File: src/rtl/renkon_ctrl_pool.sv
// Max-pool control stage: tracks the feature-map raster, drives the line buffer
// and comparator, and reframes the pooled map for the next stage.
module renkon_ctrl_pool #(
  parameter int unsigned LWIDTH = 10,
  parameter int unsigned D_POOL = 2
) (
  input  logic              clk,
  input  logic              xrst,
  input  logic              in_ctrl_start,
  input  logic              in_ctrl_valid,
  input  logic              in_ctrl_stop,
  input  logic [LWIDTH-1:0] w_fea_size,
  input  logic [LWIDTH-1:0] w_pool_size,
  output logic              out_ctrl_start,
  output logic              out_ctrl_valid,
  output logic              out_ctrl_stop,
  output logic              buf_we,
  output logic              buf_init,
  output logic [LWIDTH-1:0] buf_addr,
  output logic              pool_oe,
  output logic [LWIDTH-1:0] w_out_size
);

  localparam logic [LWIDTH-1:0] One = LWIDTH'(1);

  typedef enum logic [0:0] {StWait, StActive} state_e;

  state_e state_q, state_d;

  logic [LWIDTH-1:0] fea_size_q, pool_size_q, out_size_q;
  logic [LWIDTH-1:0] fea_x_q, fea_y_q, pool_x_q, pool_y_q, out_x_q, out_y_q;
  logic [LWIDTH-1:0] fea_x_d, fea_y_d, pool_x_d, pool_y_d, out_x_d, out_y_d;
  logic [LWIDTH-1:0] out_size_calc;

  logic buf_we_q, buf_init_q, emit_q, last_q, start_q;
  logic [LWIDTH-1:0] buf_addr_q;
  logic [D_POOL-1:0] valid_pipe_q, start_pipe_q, stop_pipe_q;

  logic start_acc, valid_acc;
  logic last_x, last_y, last_px, last_py, in_region;

  assign start_acc = (state_q == StWait) && in_ctrl_start;
  assign valid_acc = (state_q == StActive) && in_ctrl_valid;
  assign last_x    = fea_x_q == fea_size_q - One;
  assign last_y    = fea_y_q == fea_size_q - One;
  assign last_px   = pool_x_q == pool_size_q - One;
  assign last_py   = pool_y_q == pool_size_q - One;
  assign in_region = (out_x_q < out_size_q) && (out_y_q < out_size_q);

  // A zero pool size is illegal; keep the divider output defined anyway.
  assign out_size_calc = (w_pool_size == '0) ? '0 : w_fea_size / w_pool_size;

  always_comb begin
    state_d = state_q;
    unique case (state_q)
      StWait:   if (in_ctrl_start) state_d = StActive;
      StActive: if (out_ctrl_stop) state_d = StWait;
      default:  state_d = StWait;
    endcase
  end

  always_comb begin
    fea_x_d  = fea_x_q;
    fea_y_d  = fea_y_q;
    pool_x_d = pool_x_q;
    pool_y_d = pool_y_q;
    out_x_d  = out_x_q;
    out_y_d  = out_y_q;
    if (start_acc) begin
      fea_x_d  = '0;
      fea_y_d  = '0;
      pool_x_d = '0;
      pool_y_d = '0;
      out_x_d  = '0;
      out_y_d  = '0;
    end else if (valid_acc) begin
      if (last_x) begin
        fea_x_d  = '0;
        pool_x_d = '0;
        out_x_d  = '0;
        if (last_y) begin
          fea_y_d  = '0;
          pool_y_d = '0;
          out_y_d  = '0;
        end else begin
          fea_y_d = fea_y_q + One;
          if (last_py) begin
            pool_y_d = '0;
            out_y_d  = out_y_q + One;
          end else begin
            pool_y_d = pool_y_q + One;
          end
        end
      end else begin
        fea_x_d = fea_x_q + One;
        if (last_px) begin
          pool_x_d = '0;
          out_x_d  = out_x_q + One;
        end else begin
          pool_x_d = pool_x_q + One;
        end
      end
    end
  end

  always_ff @(posedge clk or negedge xrst) begin
    if (!xrst) begin
      state_q      <= StWait;
      fea_size_q   <= '0;
      pool_size_q  <= '0;
      out_size_q   <= '0;
      fea_x_q      <= '0;
      fea_y_q      <= '0;
      pool_x_q     <= '0;
      pool_y_q     <= '0;
      out_x_q      <= '0;
      out_y_q      <= '0;
      buf_we_q     <= 1'b0;
      buf_init_q   <= 1'b0;
      buf_addr_q   <= '0;
      emit_q       <= 1'b0;
      last_q       <= 1'b0;
      start_q      <= 1'b0;
      valid_pipe_q <= '0;
      start_pipe_q <= '0;
      stop_pipe_q  <= '0;
    end else begin
      state_q <= state_d;
      if (start_acc) begin
        fea_size_q  <= w_fea_size;
        pool_size_q <= w_pool_size;
        out_size_q  <= out_size_calc;
      end
      fea_x_q    <= fea_x_d;
      fea_y_q    <= fea_y_d;
      pool_x_q   <= pool_x_d;
      pool_y_q   <= pool_y_d;
      out_x_q    <= out_x_d;
      out_y_q    <= out_y_d;
      buf_we_q   <= valid_acc && in_region;
      buf_init_q <= valid_acc && in_region && (pool_x_q == '0) && (pool_y_q == '0);
      buf_addr_q <= valid_acc ? out_x_q : '0;
      emit_q     <= valid_acc && in_region && last_px && last_py;
      last_q     <= valid_acc && last_x && last_y;
      start_q    <= start_acc;
      valid_pipe_q <= {valid_pipe_q[D_POOL-2:0], emit_q};
      start_pipe_q <= {start_pipe_q[D_POOL-2:0], start_q};
      stop_pipe_q  <= {stop_pipe_q[D_POOL-2:0], last_q};
    end
  end

  // Upstream stop must coincide with the final pixel of the frame.
  stop_check: assert property (@(posedge clk) disable iff (!xrst)
    ((state_q == StActive) && in_ctrl_stop) |-> (in_ctrl_valid && last_x && last_y));

  assign buf_we         = buf_we_q;
  assign buf_init       = buf_init_q;
  assign buf_addr       = buf_addr_q;
  assign out_ctrl_valid = valid_pipe_q[D_POOL-1];
  assign pool_oe        = valid_pipe_q[D_POOL-2];
  assign out_ctrl_start = start_pipe_q[D_POOL-1];
  assign out_ctrl_stop  = stop_pipe_q[D_POOL-1];
  assign w_out_size     = out_size_q;

endmodule

File: config.mk
export PLATFORM = sky130hd
export DESIGN_NAME = renkon_ctrl_pool
export DESIGN_NICKNAME = d
export VERILOG_FILES = /design/src/rtl/renkon_ctrl_pool.sv
export SDC_FILE = /design/constraint.sdc
export NUM_CORES = 1
export LEC_CHECK = 0
export BUFFER_PORTS_ARGS = -buffer_cell sky130_fd_sc_hd__buf_2
export CORE_ASPECT_RATIO = 1.4
export CORE_MARGIN = 4
export CORE_UTILIZATION = 50
export CTS_BUF_LIST = sky130_fd_sc_hd__clkbuf_4 sky130_fd_sc_hd__clkbuf_8
export DETAILED_ROUTE_END_ITERATION = 7
export PLACE_DENSITY = 0.78
export SYNTH_ARGS = -nofsm -noshare
export SYNTH_HDL_FRONTEND = slang
export SYNTH_SLANG_ARGS = --single-unit
File: constraint.sdc
create_clock -name clk -period 5.37 [get_ports clk]
set_clock_uncertainty 0.15 [all_clocks]
set_input_delay 0 -clock clk [delete_from_list [all_inputs] [get_ports clk]]
set_output_delay 0 -clock clk [all_outputs]
set_load 0.1 [all_outputs]
== Yosys cells after proc, flatten, opt, wreduce, memory -nomap -nowiden ==
Index checks and enable logic that the tools add are counted.

* Flip-flop bits (word level): 112
* Bits of input ports: 25

* Add/sub/neg operators: 8
* Divide/modulo/power cells: 1
* $lt $le $gt $ge: 2
* Eq/ne operators: 4
* Muxes and demuxes: 30
* Bitwise gates (word level): 1
* Reductions and logical operators: 20

{| class="wikitable"
|+ Operators with widths
! cell !! count
|-
| $mux W10 || 27
|-
| $add A10 B1 Y10 const B || 6
|-
| $eq A10 B10 Y1 || 4
|-
| $logic_not A10 Y1 || 3
|-
| $lt A10 B10 Y1 || 2
|-
| $sub A10 B1 Y10 const B || 2
|-
| $div A10 B10 Y10 || 1
|-
| $logic_and A1 B1 Y1 || 10
|-
| $reduce_bool A3 Y1 || 2
|-
| $reduce_and A2 Y1 || 2
|-
| $reduce_bool A2 Y1 || 2
|-
| $reduce_and A3 Y1 || 1
|-
| $mux W1 || 2
|-
| $pmux W1 S2 || 1
|-
| $not A1 Y1 || 1
|}

== Longest topological paths before layout ==
Gate-level depths: netlist of run 1.

* Word-level depth: 7
* Mapped depth: 70
* Depth with buffers taken out: 66

== Least setup slack after synthesis of run 1 ==
Ideal clock, no wire load.

* Path type: input to register
* Start point: in w_pool_size[8]
* End point: reg out_size_q[0], in the netlist w_out_size[0]
* Library setup time: 0.155 ns
* Arrival time: 13.164 ns
* Required time: 5.065 ns
* Setup slack: -8.099 ns
* Cell stages on the path: 61
* Path buffers: 2
* Cells stage by stage: nor3_1 > nand3_1 > nor2_1 > a21oi_1 > a21oi_1 > ha_1 > o21a_1 > o2111ai_1 > mux2i_1 > ha_1 > o21a_1 > o21a_1 > o21ai_0 > or3_1 > nand2_1 > ha_1 > and4b_1 > a41o_1 > (+25 left out) > mux2_2 > ha_1 > and3_1 > a21bo_2 > a31o_2 > nand2_1 > a21oi_1 > clkbuf_1 > nor2_1 > a21oi_1 > ha_1 > a21o_1 > a21o_1 > a21o_1 > a211oi_1 > o21ai_0 > a31oi_1 > o21ai_0

* Word-level cells in the longest chain between the ends: 2
* Elaborated cells on any way between the ends: 3
* Those cells by class: 1 x div; 1 x mux; 1 x reduce/logical

{| class="wikitable"
|+ RTL lines
! what !! line !! RTL
|-
| from (decl) || 13 || <nowiki>input logic [LWIDTH-1:0] w_pool_size,</nowiki>
|-
| $div A10 B10 Y10 / $logic_not A10 Y1 (equally long branches) || 51 || <nowiki>assign out_size_calc = (w_pool_size == '0) ? '0 : w_fea_size / w_pool_size;</nowiki>
|-
| $mux W10 (*) || 51 ||
|-
| to (signal assigned) || 132 || <nowiki>out_size_q <= out_size_calc;</nowiki>
|-
| to (decl) || 30 || <nowiki>logic [LWIDTH-1:0] fea_size_q, pool_size_q, out_size_q;</nowiki>
|}

Every way passes the cells marked *; elsewhere a longest branch is shown, timed or not.
A chain may end at the register's enable or synchronous reset.

== Final worst setup path of run 1 ==
* Start point: in w_pool_size[6]
* End point: reg out_size_q[0], in the netlist w_out_size[0]

The elaborated chain is that of the path after synthesis.

==> results.json, run 1 <==
{
  "finalMaxSlewViolations": 0,
  "worstSkewPairLatency_ns": 0.39,
  "whs_ns": -0.000765,
  "ir_worst_vdd_v": 0.000140,
  "cp-end-kind": "flip-flop",
  "hpwl_microns": 19800,
  "async_reset_ff_share_pct": 100,
  "wl_per_cell_microns": 18.4,
  "fin_crit_sh_pct": 233,
  "vias": 9059,
  "seq_power_share_pct": 37.8,
  "status": "finished with violations",
  "ant_nets": 0,
  "synth_edf_count": 0,
  "synth_flop_cell": "dfrtp_1",
  "ioPinCount": 51,
  "die_area_sq_um": 20200,
  "ff2ff_path_depth": 8,
  "port_buffers": 49,
  "cts.sinks": 112,
  "p_int_mw": 1.63,
  "crit_path_max_incr_delay_ns": 0.40,
  "rsz0062_at_grt": "yes",
  "layout.cells.non_filler": 1517,
  "yosysSeqAreaShare_pct": 31.2,
  "critPathMostFrequentCell": "ha_4",
  "die_w_microns": 121,
  "path_delay_family": "compound AO/OA/AOI/OAI gates",
  "switchingPower_uw": 913,
  "violations": "negative hold slack, negative setup slack",
  "path_class": "input pin to flip-flop",
  "hp-class": "input pin to async pin",
  "power_leakage_nw": 5.71,
  "drv_cap": 0,
  "htree_levels": 3,
  "fin_nets": 1386,
  "fin_ws_ns": -7.13,
  "hold_viol": 3,
  "dr.pass1.iters": 7,
  "clockRootBuffer": "clkbuf_8",
  "syn2layout_area_growth_pct": 32.0,
  "swShare_pct": 36.0,
  "path_depth": 61,
  "tritoncts": "yes",
  "finalWirelength_microns": 27900,
  "grt_max_degree": 68,
  "yosysWarnings": 0,
  "avgSynthCellArea_sq_um": 8.62,
  "placed_cells": 1437,
  "tightest_slew_ns": 1.06,
  "setup_viol": 6,
  "timing.critical_path.fanout_max": 6,
  "die_y_microns": 167,
  "clockBufferDepth": 2,
  "core_area_sq_um": 17500,
  "worst-path-buf-inv": 6,
  "ys_ff_latch": 112,
  "rows": 57,
  "cts_made_buffers": 9,
  "crit_path_start_kind": "input pin",
  "clk_pin_slew_worst_paths_ns": 0.11,
  "viasPerCell": 5.97,
  "n_antenna_cell": 0,
  "antenna_found_initial": 0,
  "power_density_nw_per_um2": 214,
  "comb_power_share_pct": 41.0,
  "layout_commonest_cell": "buf_4",
  "grt_pass1_wl_microns": 43300,
  "cpMaxStageDelayCell": "o311a_1",
  "grt_pass1_vias": 9051,
  "fin_crit_ns": 12.50,
  "gp_congestion": 0.942,
  "syn_nets": 1151,
  "cp.arrival_ns": 12.60,
  "syn_area_sq_um": 8980,
  "drc": 0,
  "layout_common_cells": "184 x buf_4, 112 x dfrtp_1, 106 x nand2_1",
  "drtIter0Drc": 716,
  "synth_cell_types": 81,
  "synthCells": 1041,
  "place_area_sq_um": 10700,
  "slew_headroom_pct": 28.9,
  "track_usage_pct": 26.2,
  "max_freq_mhz": 80.0,
  "worstPathRequired_ns": 5.46,
  "layout-drive-gt1-share_pct": 28.6,
  "pwr-share-clk_pct": 21.2,
  "start_util_pct": 51.4,
  "gr-total-overflow": 0,
  "stdcell_area_sq_um": 11800
}
[state kept, by name, indices dropped and copies added, names as in the netlist]
register / cells
buf_addr: 10
fea_size_q: 10
fea_x_q: 10
fea_y_q: 10
out_x_q: 10
out_y_q: 10
pool_size_q: 10
pool_x_q: 10
pool_y_q: 10
w_out_size: 10
start_pipe_q: 2
stop_pipe_q: 2
valid_pipe_q: 2
buf_init: 1
buf_we: 1
emit_q: 1
last_q: 1
start_q: 1
state_q: 1
[cells by family (layout without fill, tap and decap cells)]
group	after synthesis	after routing	share of synthesized area, %
buffers and inverters	100	340	4.27
multiplexers	22	22	2.66
XOR/XNOR	91	91	9.19
adder cells (fa/ha/maj)	85	85	11.8
AO/OA/AOI/OAI	274	274	20.0
flip-flops	112	112	31.2
AND/OR/NAND/NOR	357	357	20.8
[per-stage QoR]
| stage | setup slack (ns) | utilization [%] | setup TNS (ns) | hold slack, ns | power (mW) |
|---|---|---|---|---|---|
| after global routing | -7.60 | 67.8 | -24.45 | 0.0499 | 2.67 |
| after global placement | -7.06 | 61.5 | -22.26 | -0.101 | 1.83 |
| final | -7.13 | 67.8 | -22.40 | -0.000765 | 2.54 |
| after CTS | -6.52 | 66.3 | -19.33 | 0.0223 | 2.47 |
| after floorplan | -6.82 | - | -20.11 | -0.446 | 1.52 |
| after detailed placement | -7.35 | 61.5 | -23.65 | -0.102 | 1.86 |
[layer usage]
| metal | vias to the layer above | share of wire, % | GRT usage [%] |
|---|---|---|---|
| met4 | 0 | 8.2 | 17.7 |
| li1 | 4232 | - | - |
| met2 | 370 | 50 | 46.4 |
| met3 | 167 | 4.9 | 3.15 |
| met5 | - | 0 | 0 |
| met1 | 4290 | 37 | 29.0 |
[power by group through the flow]
stage,clock network [mW],logic (mW),registers (mW)
after global placement,0,0.862,0.969
after global routing,0.582,1.12,0.968
after CTS,0.548,0.965,0.957
final,0.539,1.04,0.960
after floorplan,0,0.507,1.01
after detailed placement,0,0.885,0.973
[path summary, 6_finish.rpt]
path | startpoint | end | slack, ns
max in group asynchronous | xrst | pool_y_q[9] | 3.82
worst min register to register | start_q | start_pipe_q[0] | 0.21
worst min-delay path | xrst | fea_x_q[5] | -0.0008
min in group clk | w_pool_size[6] | pool_size_q[6] | 0.05
worst max register to register | fea_size_q[0] | out_y_q[8] | 1.55
worst max-delay path | w_pool_size[6] | w_out_size[0] | -7.13
[synth_stat cells, drive strengths merged (9+ instances only)]
cell type,n,share of area (%)
a21o,16,1.3
nor2,67,2.9
inv,58,2.4
and3,32,2.2
o21ai,89,5.1
nor4,9,1.1
nand2b,9,0.63
dfrtp,112,31
and2,9,0.63
xor2,38,3.7
xnor2,51,5.0
o31ai,13,1.1
a21oi,47,2.6
nand4,13,0.91
nand3,25,1.4
o211ai,13,1.1
clkbuf,35,1.5
nand2,110,4.6
mux2,15,1.9
o21a,21,1.8
o22ai,13,0.91
ha,85,12
nor3,24,1.3
[area by class of cell]
cell class                      count  area, sq um
Multi-Input combinational cell    829         6320
Timing Repair Buffer              266         1990
Fill cell                        1340         5620
Sequential cell                   112         2800
Clock inverter                      7         92.6
Inverter                           58          221
Clock buffer                        9          124
Tap cell                          236          295
[timing repair]
item                                   CTS  global route
hold buffers                            21             0
pin swaps                               37            32
gates cloned                             0             0
setup endpoints to repair                6             6
endpoints found under the hold margin   72             0
resized for setup                       44            31
setup buffers                           28            17
Note: power is estimated with default switching activity, not from simulation.
==> run 2: changes to the inputs <==
--- a/config.mk
+++ b/config.mk
@@ -8,10 +8,11 @@
 export BUFFER_PORTS_ARGS = -buffer_cell sky130_fd_sc_hd__buf_2
 export CORE_ASPECT_RATIO = 1.4
 export CORE_MARGIN = 4
-export CORE_UTILIZATION = 50
+export CORE_UTILIZATION = 40
 export CTS_BUF_LIST = sky130_fd_sc_hd__clkbuf_4 sky130_fd_sc_hd__clkbuf_8
 export DETAILED_ROUTE_END_ITERATION = 7
-export PLACE_DENSITY = 0.78
+export PLACE_DENSITY = 0.67
+export SKIP_CTS_REPAIR_TIMING = 1
 export SYNTH_ARGS = -nofsm -noshare
 export SYNTH_HDL_FRONTEND = slang
 export SYNTH_SLANG_ARGS = --single-unit
==> run 2 against run 1 <==
Effect of this change: the run ends with negative setup slack left; register-to-register slack got worse by 0.03 ns; largest power group unchanged; die area increased by 23%; clock power decreased by 10%; highest routed layer unchanged; global-route usage decreased by 5.7 points; via count decreased by 5.9%; critical path type unchanged; sequential share of layout area increased by 0.53 points; setup slack improved by 0.59 ns.
==> results.json, run 2 (synthesized netlist as in run 1, its figures left out) <==
{
  "drtIter0Drc": 424,
  "fin_crit_ns": 11.92,
  "setup_viol": 5,
  "grt_pass1_wl_microns": 41100,
  "ir_worst_vdd_v": 0.000161,
  "power_leakage_nw": 5.53,
  "finalMaxSlewViolations": 0,
  "layout_common_cells": "169 x buf_4, 112 x dfrtp_1, 106 x nand2_1",
  "viasPerCell": 5.50,
  "rsz0062_at_grt": "yes",
  "p_total_mw": 2.40,
  "clockRootBuffer": "clkbuf_8",
  "cts.sinks": 112,
  "slew_headroom_pct": 23.0,
  "place_ws_ns": -7.30,
  "crit_path_max_incr_delay_ns": 0.40,
  "fin_crit_sh_pct": 222,
  "grt_pass1_vias": 8391,
  "gr-total-overflow": 0,
  "timing.critical_path.fanout_max": 7,
  "wl_per_cell_microns": 16.8,
  "wl_met3_microns": 816,
  "cpMaxStageDelayCell": "o31ai_4",
  "gp_congestion": 0.928,
  "wl_met2_microns": 13600,
  "stdcell_area_sq_um": 11600,
  "worstSkewPairLatency_ns": 0.39,
  "worstPathRequired_ns": 5.45,
  "ioPinCount": 51,
  "track_usage_pct": 20.6,
  "place_area_sq_um": 10800,
  "hold_viol": 0,
  "ant_nets": 0,
  "die_y_microns": 185,
  "rows": 64,
  "cts_made_buffers": 9,
  "clk_pin_slew_worst_paths_ns": 0.11,
  "fin_nets": 1358,
  "syn2layout_area_growth_pct": 29.1,
  "status": "finished with violations",
  "dr.pass1.iters": 5,
  "wl_met1_microns": 10200,
  "grt_max_degree": 61,
  "die_w_microns": 135,
  "tritoncts": "yes",
  "start_util_pct": 40.9,
  "hp-class": "input pin to async pin",
  "layout-drive-gt1-share_pct": 26.7,
  "crit_path_start_kind": "input pin",
  "drv_cap": 0,
  "clockBufferDepth": 2,
  "core_area_sq_um": 21900,
  "tightest_slew_ns": 1.15,
  "antenna_found_initial": 1,
  "fin_ws_ns": -6.55,
  "finalWirelength_microns": 26000,
  "max_freq_mhz": 83.9,
  "layout_commonest_cell": "buf_4",
  "drc": 0,
  "routed.top_layer": "met4",
  "cp.arrival_ns": 12.00,
  "path_class": "input pin to flip-flop",
  "htree_levels": 3,
  "cp-end-kind": "flip-flop",
  "vias": 8523,
  "hpwl_microns": 20300,
  "violations": "negative setup slack",
  "die_area_sq_um": 24900,
  "port_buffers": 49,
  "power_density_nw_per_um2": 207
}
-- run 2: changes by cell type in the layout (fill, tap and decap cells not counted), moves of 2 or more --
cell / previous run / this run
buf_4: 184 / 169
buf_6: 14 / 5
a21oi_1: 39 / 43
a21oi_2: 6 / 2
dlygate4sd3_1: 21 / 17
ha_1: 71 / 73
o21a_2: 0 / 2
-- run 2: cell type report --
| class | instances | area (sq um) |
|---|---|---|
| tap | 297 | 372 |
| multi-input combinational | 829 | 6260 |
| timing repair buffer | 238 | 1740 |
| fill | 2050 | 10400 |
| clock inverter | 6 | 55.1 |
| clock buffer | 10 | 131 |
| antenna | 1 | 2.50 |
| sequential | 112 | 2800 |
| inverter | 58 | 221 |
-- run 2: where the power goes --
| group | leakage, nW | total, mW | internal, mW | switching, mW |
|---|---|---|---|---|
| logic | 4.00 | 0.962 | 0.466 | 0.496 |
| clock network | 0.0934 | 0.485 | 0.182 | 0.303 |
| registers | 1.43 | 0.958 | 0.892 | 0.0658 |
-- run 2: per-stage QoR --
stage	TNS, ns	util (%)	hold WS [ns]	std cells
floorplan	-20.11	-	-0.446	1041
global placement	-22.55	49.3	-0.0810	1498
detailed placement	-23.41	49.3	-0.0835	1498
CTS	-21.07	50.2	-0.509	1514
global route	-22.04	52.8	0.0188	1551
finish	-19.27	52.8	0.00116	1551
-- run 2: worst paths after layout --
path | cells after the start | slack (ns) | from | end
min in group clk | 4 | 0 | in_ctrl_start | state_q
min | 2 | 0.001 | xrst | fea_y_q[7]
max reg2reg | 8 | 1.52 | fea_size_q[0] | out_y_q[8]
min reg2reg | 0 | 0.21 | start_q | start_pipe_q[0]
max in group asynchronous | 3 | 3.84 | xrst | pool_y_q[2]
max | 59 | -6.55 | w_pool_size[5] | w_out_size[0]
-- run 2: layer usage --
layer,track usage [%],vias up
li1,-,4171
met1,23.1,4080
met2,38.2,206
met3,1.98,66
met4,11.1,0
met5,0,-
-- run 2: critical path: cells and delay by family --
family                     cells  cell delay, ns
buffers and inverters          4            0.54
AOI/OAI and AO/OA             33            5.77
adders and majority gates      9            2.41
muxes                          8            2.49
and+or+nand+nor                5            0.76
==> run 3: changes to the inputs <==
--- a/config.mk
+++ b/config.mk
@@ -5,13 +5,13 @@
 export SDC_FILE = /design/constraint.sdc
 export NUM_CORES = 1
 export LEC_CHECK = 0
-export BUFFER_PORTS_ARGS = -buffer_cell sky130_fd_sc_hd__buf_2
 export CORE_ASPECT_RATIO = 1.4
 export CORE_MARGIN = 4
 export CORE_UTILIZATION = 40
 export CTS_BUF_LIST = sky130_fd_sc_hd__clkbuf_4 sky130_fd_sc_hd__clkbuf_8
 export DETAILED_ROUTE_END_ITERATION = 7
-export PLACE_DENSITY = 0.67
+export DONT_BUFFER_PORTS = 1
+export PLACE_DENSITY = 0.65
 export SKIP_CTS_REPAIR_TIMING = 1
 export SYNTH_ARGS = -nofsm -noshare
 export SYNTH_HDL_FRONTEND = slang
==> constraint.sdc (replaced) <==
create_clock -name clk -period 5.37 [get_ports clk]
set_clock_uncertainty 0.15 [all_clocks]
set_input_delay 0.537 -clock clk [delete_from_list [all_inputs] [get_ports clk]]
set_output_delay 0.537 -clock clk [all_outputs]
set_load 0.1 [all_outputs]
==> run 3 against run 2 <==
Effect of this change: the flow still finishes with violations (negative setup slack); critical path depth fell by 1; die area unchanged; first-iteration DRC count grew 0.71%; clock power grew 4%; cell count decreased by 4.5%; clock-buffer cell count down 1; core utilization is 1.5 points lower; sequential power grew 6%; wire length is 1.1% lower; critical path type unchanged; critical endpoint unchanged; largest cell class unchanged.
==> results.json, run 3 (synthesized netlist as in run 1, its figures left out) <==
{
  "drtIter0Drc": 427,
  "port_buffers": 0,
  "crit_path_start_kind": "input pin",
  "die_w_microns": 135,
  "grt_pass1_vias": 8183,
  "htree_levels": 3,
  "timing.critical_path.fanout_max": 7,
  "fin_nets": 1289,
  "clockRootBuffer": "clkbuf_8",
  "syn2layout_area_growth_pct": 25.3,
  "ioPinCount": 51,
  "start_util_pct": 40.9,
  "core_area_sq_um": 21900,
  "drc": 0,
  "p_total_mw": 2.39,
  "finalWirelength_microns": 25700,
  "hp-class": "input pin to flip-flop",
  "cpMaxStageDelayCell": "mux2_4",
  "violations": "negative setup slack",
  "die_area_sq_um": 24900,
  "layout_commonest_cell": "buf_4",
  "stdcell_area_sq_um": 11300,
  "rsz0062_at_grt": "yes",
  "finalMaxSlewViolations": 0,
  "dr.pass1.iters": 5,
  "wl_per_cell_microns": 17.4,
  "gr-total-overflow": 0,
  "hpwl_microns": 19800,
  "die_y_microns": 185,
  "power_leakage_nw": 5.25,
  "fin_crit_sh_pct": 235,
  "r2r-start": "fea_size_q[0]",
  "hold_end": "fea_size_q[3]",
  "tritoncts": "yes",
  "grt_pass1_wl_microns": 40800,
  "rrSetupSlack_ns": 1.55,
  "clk_pin_slew_worst_paths_ns": 0.12,
  "fin_crit_ns": 12.60,
  "tightest_slew_ns": 1.07,
  "path_class": "input pin to flip-flop",
  "critPathLaunch": "w_pool_size[5]",
  "setup_viol": 6,
  "worstPathRequired_ns": 5.47,
  "fin_ws_ns": -7.23,
  "track_usage_pct": 20.2,
  "max_freq_mhz": 79.4,
  "ir_worst_vdd_v": 0.000179,
  "gp_congestion": 0.912,
  "worstSkewPairLatency_ns": 0.39,
  "grt_max_degree": 113,
  "power_density_nw_per_um2": 213,
  "r2r_end": "out_y_q[9]",
  "ff2ff_path_depth": 8,
  "rows": 64,
  "vias": 8229,
  "antenna_found_initial": 0,
  "cts.sinks": 112,
  "cp.arrival_ns": 12.70,
  "clockBufferDepth": 2,
  "layout-drive-gt1-share_pct": 24.0,
  "cp-end-kind": "flip-flop",
  "worstHoldStart": "w_fea_size[3]",
  "status": "finished with violations",
  "crit_path_max_incr_delay_ns": 0.36,
  "drv_cap": 0,
  "ant_nets": 0,
  "cts_made_buffers": 9,
  "slew_headroom_pct": 27.8,
  "n_antenna_cell": 0,
  "place_area_sq_um": 10500,
  "layout_common_cells": "156 x buf_4, 112 x dfrtp_1, 107 x nand2_1",
  "viasPerCell": 5.56,
  "holdPathStages": 2,
  "hold_viol": 0
}
## run 3: cell count changes in the layout (fill, tap and decap cells not counted), moves of 2 or more
cell and change:
dlygate4sd3_1 -16, mux2_2 +2, mux2_4 -2, o21a_2 -2, or2_4 +2, o21a_4 +2
inv_8 +2, buf_4 -13, buf_6 +6, buf_2 -46, or2_2 -2
## run 3: through the flow
step / hold WS, ns / TNS, ns / util [%] / std cells / setup slack [ns]
after global placement: 0.0990 / -26.08 / 47.8 / 1437 / -7.78
after global routing: 0.0978 / -25.50 / 51.3 / 1481 / -7.83
after detailed placement: 0.0983 / -27.11 / 47.8 / 1437 / -7.99
after CTS: -0.336 / -24.64 / 48.7 / 1453 / -7.58
final: 0.0974 / -23.05 / 51.3 / 1481 / -7.23
after floorplan: 0.0914 / -23.30 / - / 1041 / -7.35
## run 3: how the worst max path moves through the flow
| stage | endpoint | cells past startpoint | slack (ns) |
|---|---|---|---|
| after floorplan | w_out_size[0] | 62 | -7.35 |
| after global placement | w_out_size[0] | 60 | -7.78 |
| after detailed placement | w_out_size[0] | 60 | -7.99 |
| after CTS | w_out_size[0] | 60 | -7.58 |
| after global routing | w_out_size[0] | 58 | -7.83 |
| final | w_out_size[0] | 58 | -7.23 |
## run 3: layout make-up
| class | count | area, sq um |
|---|---|---|
| Fill cell | 2072 | 10700 |
| Multi-Input combinational cell | 829 | 6330 |
| Sequential cell | 112 | 2800 |
| Timing Repair Buffer | 169 | 1330 |
| Tap cell | 297 | 372 |
| Inverter | 58 | 221 |
| Clock buffer | 9 | 124 |
| Clock inverter | 7 | 70.1 |
## run 3: per-layer routing
layer  vias up  part of all wire (%)  track usage (%)
li1       4038                     -                -
met1      3963                    40             22.9
met2       170                    53             37.3
met3        58                   3.2             2.88
met4         0                   3.6             9.58
met5         -                     0                0
## run 3: worst max-delay path, delay by kind of cell
kind	cells	cell delay, ns
buffers and inverters	3	0.59
adders and majority gates	9	2.44
muxes	8	2.45
AOI/OAI and AO/OA	33	5.90
and+or+nand+nor	5	0.78
## run 3: report_power, final
| part | internal (mW) | leakage (nW) | switching, mW | total, mW |
|---|---|---|---|---|
| registers | 0.891 | 1.43 | 0.130 | 1.02 |
| logic | 0.456 | 3.72 | 0.414 | 0.870 |
| clock network | 0.183 | 0.101 | 0.320 | 0.503 |
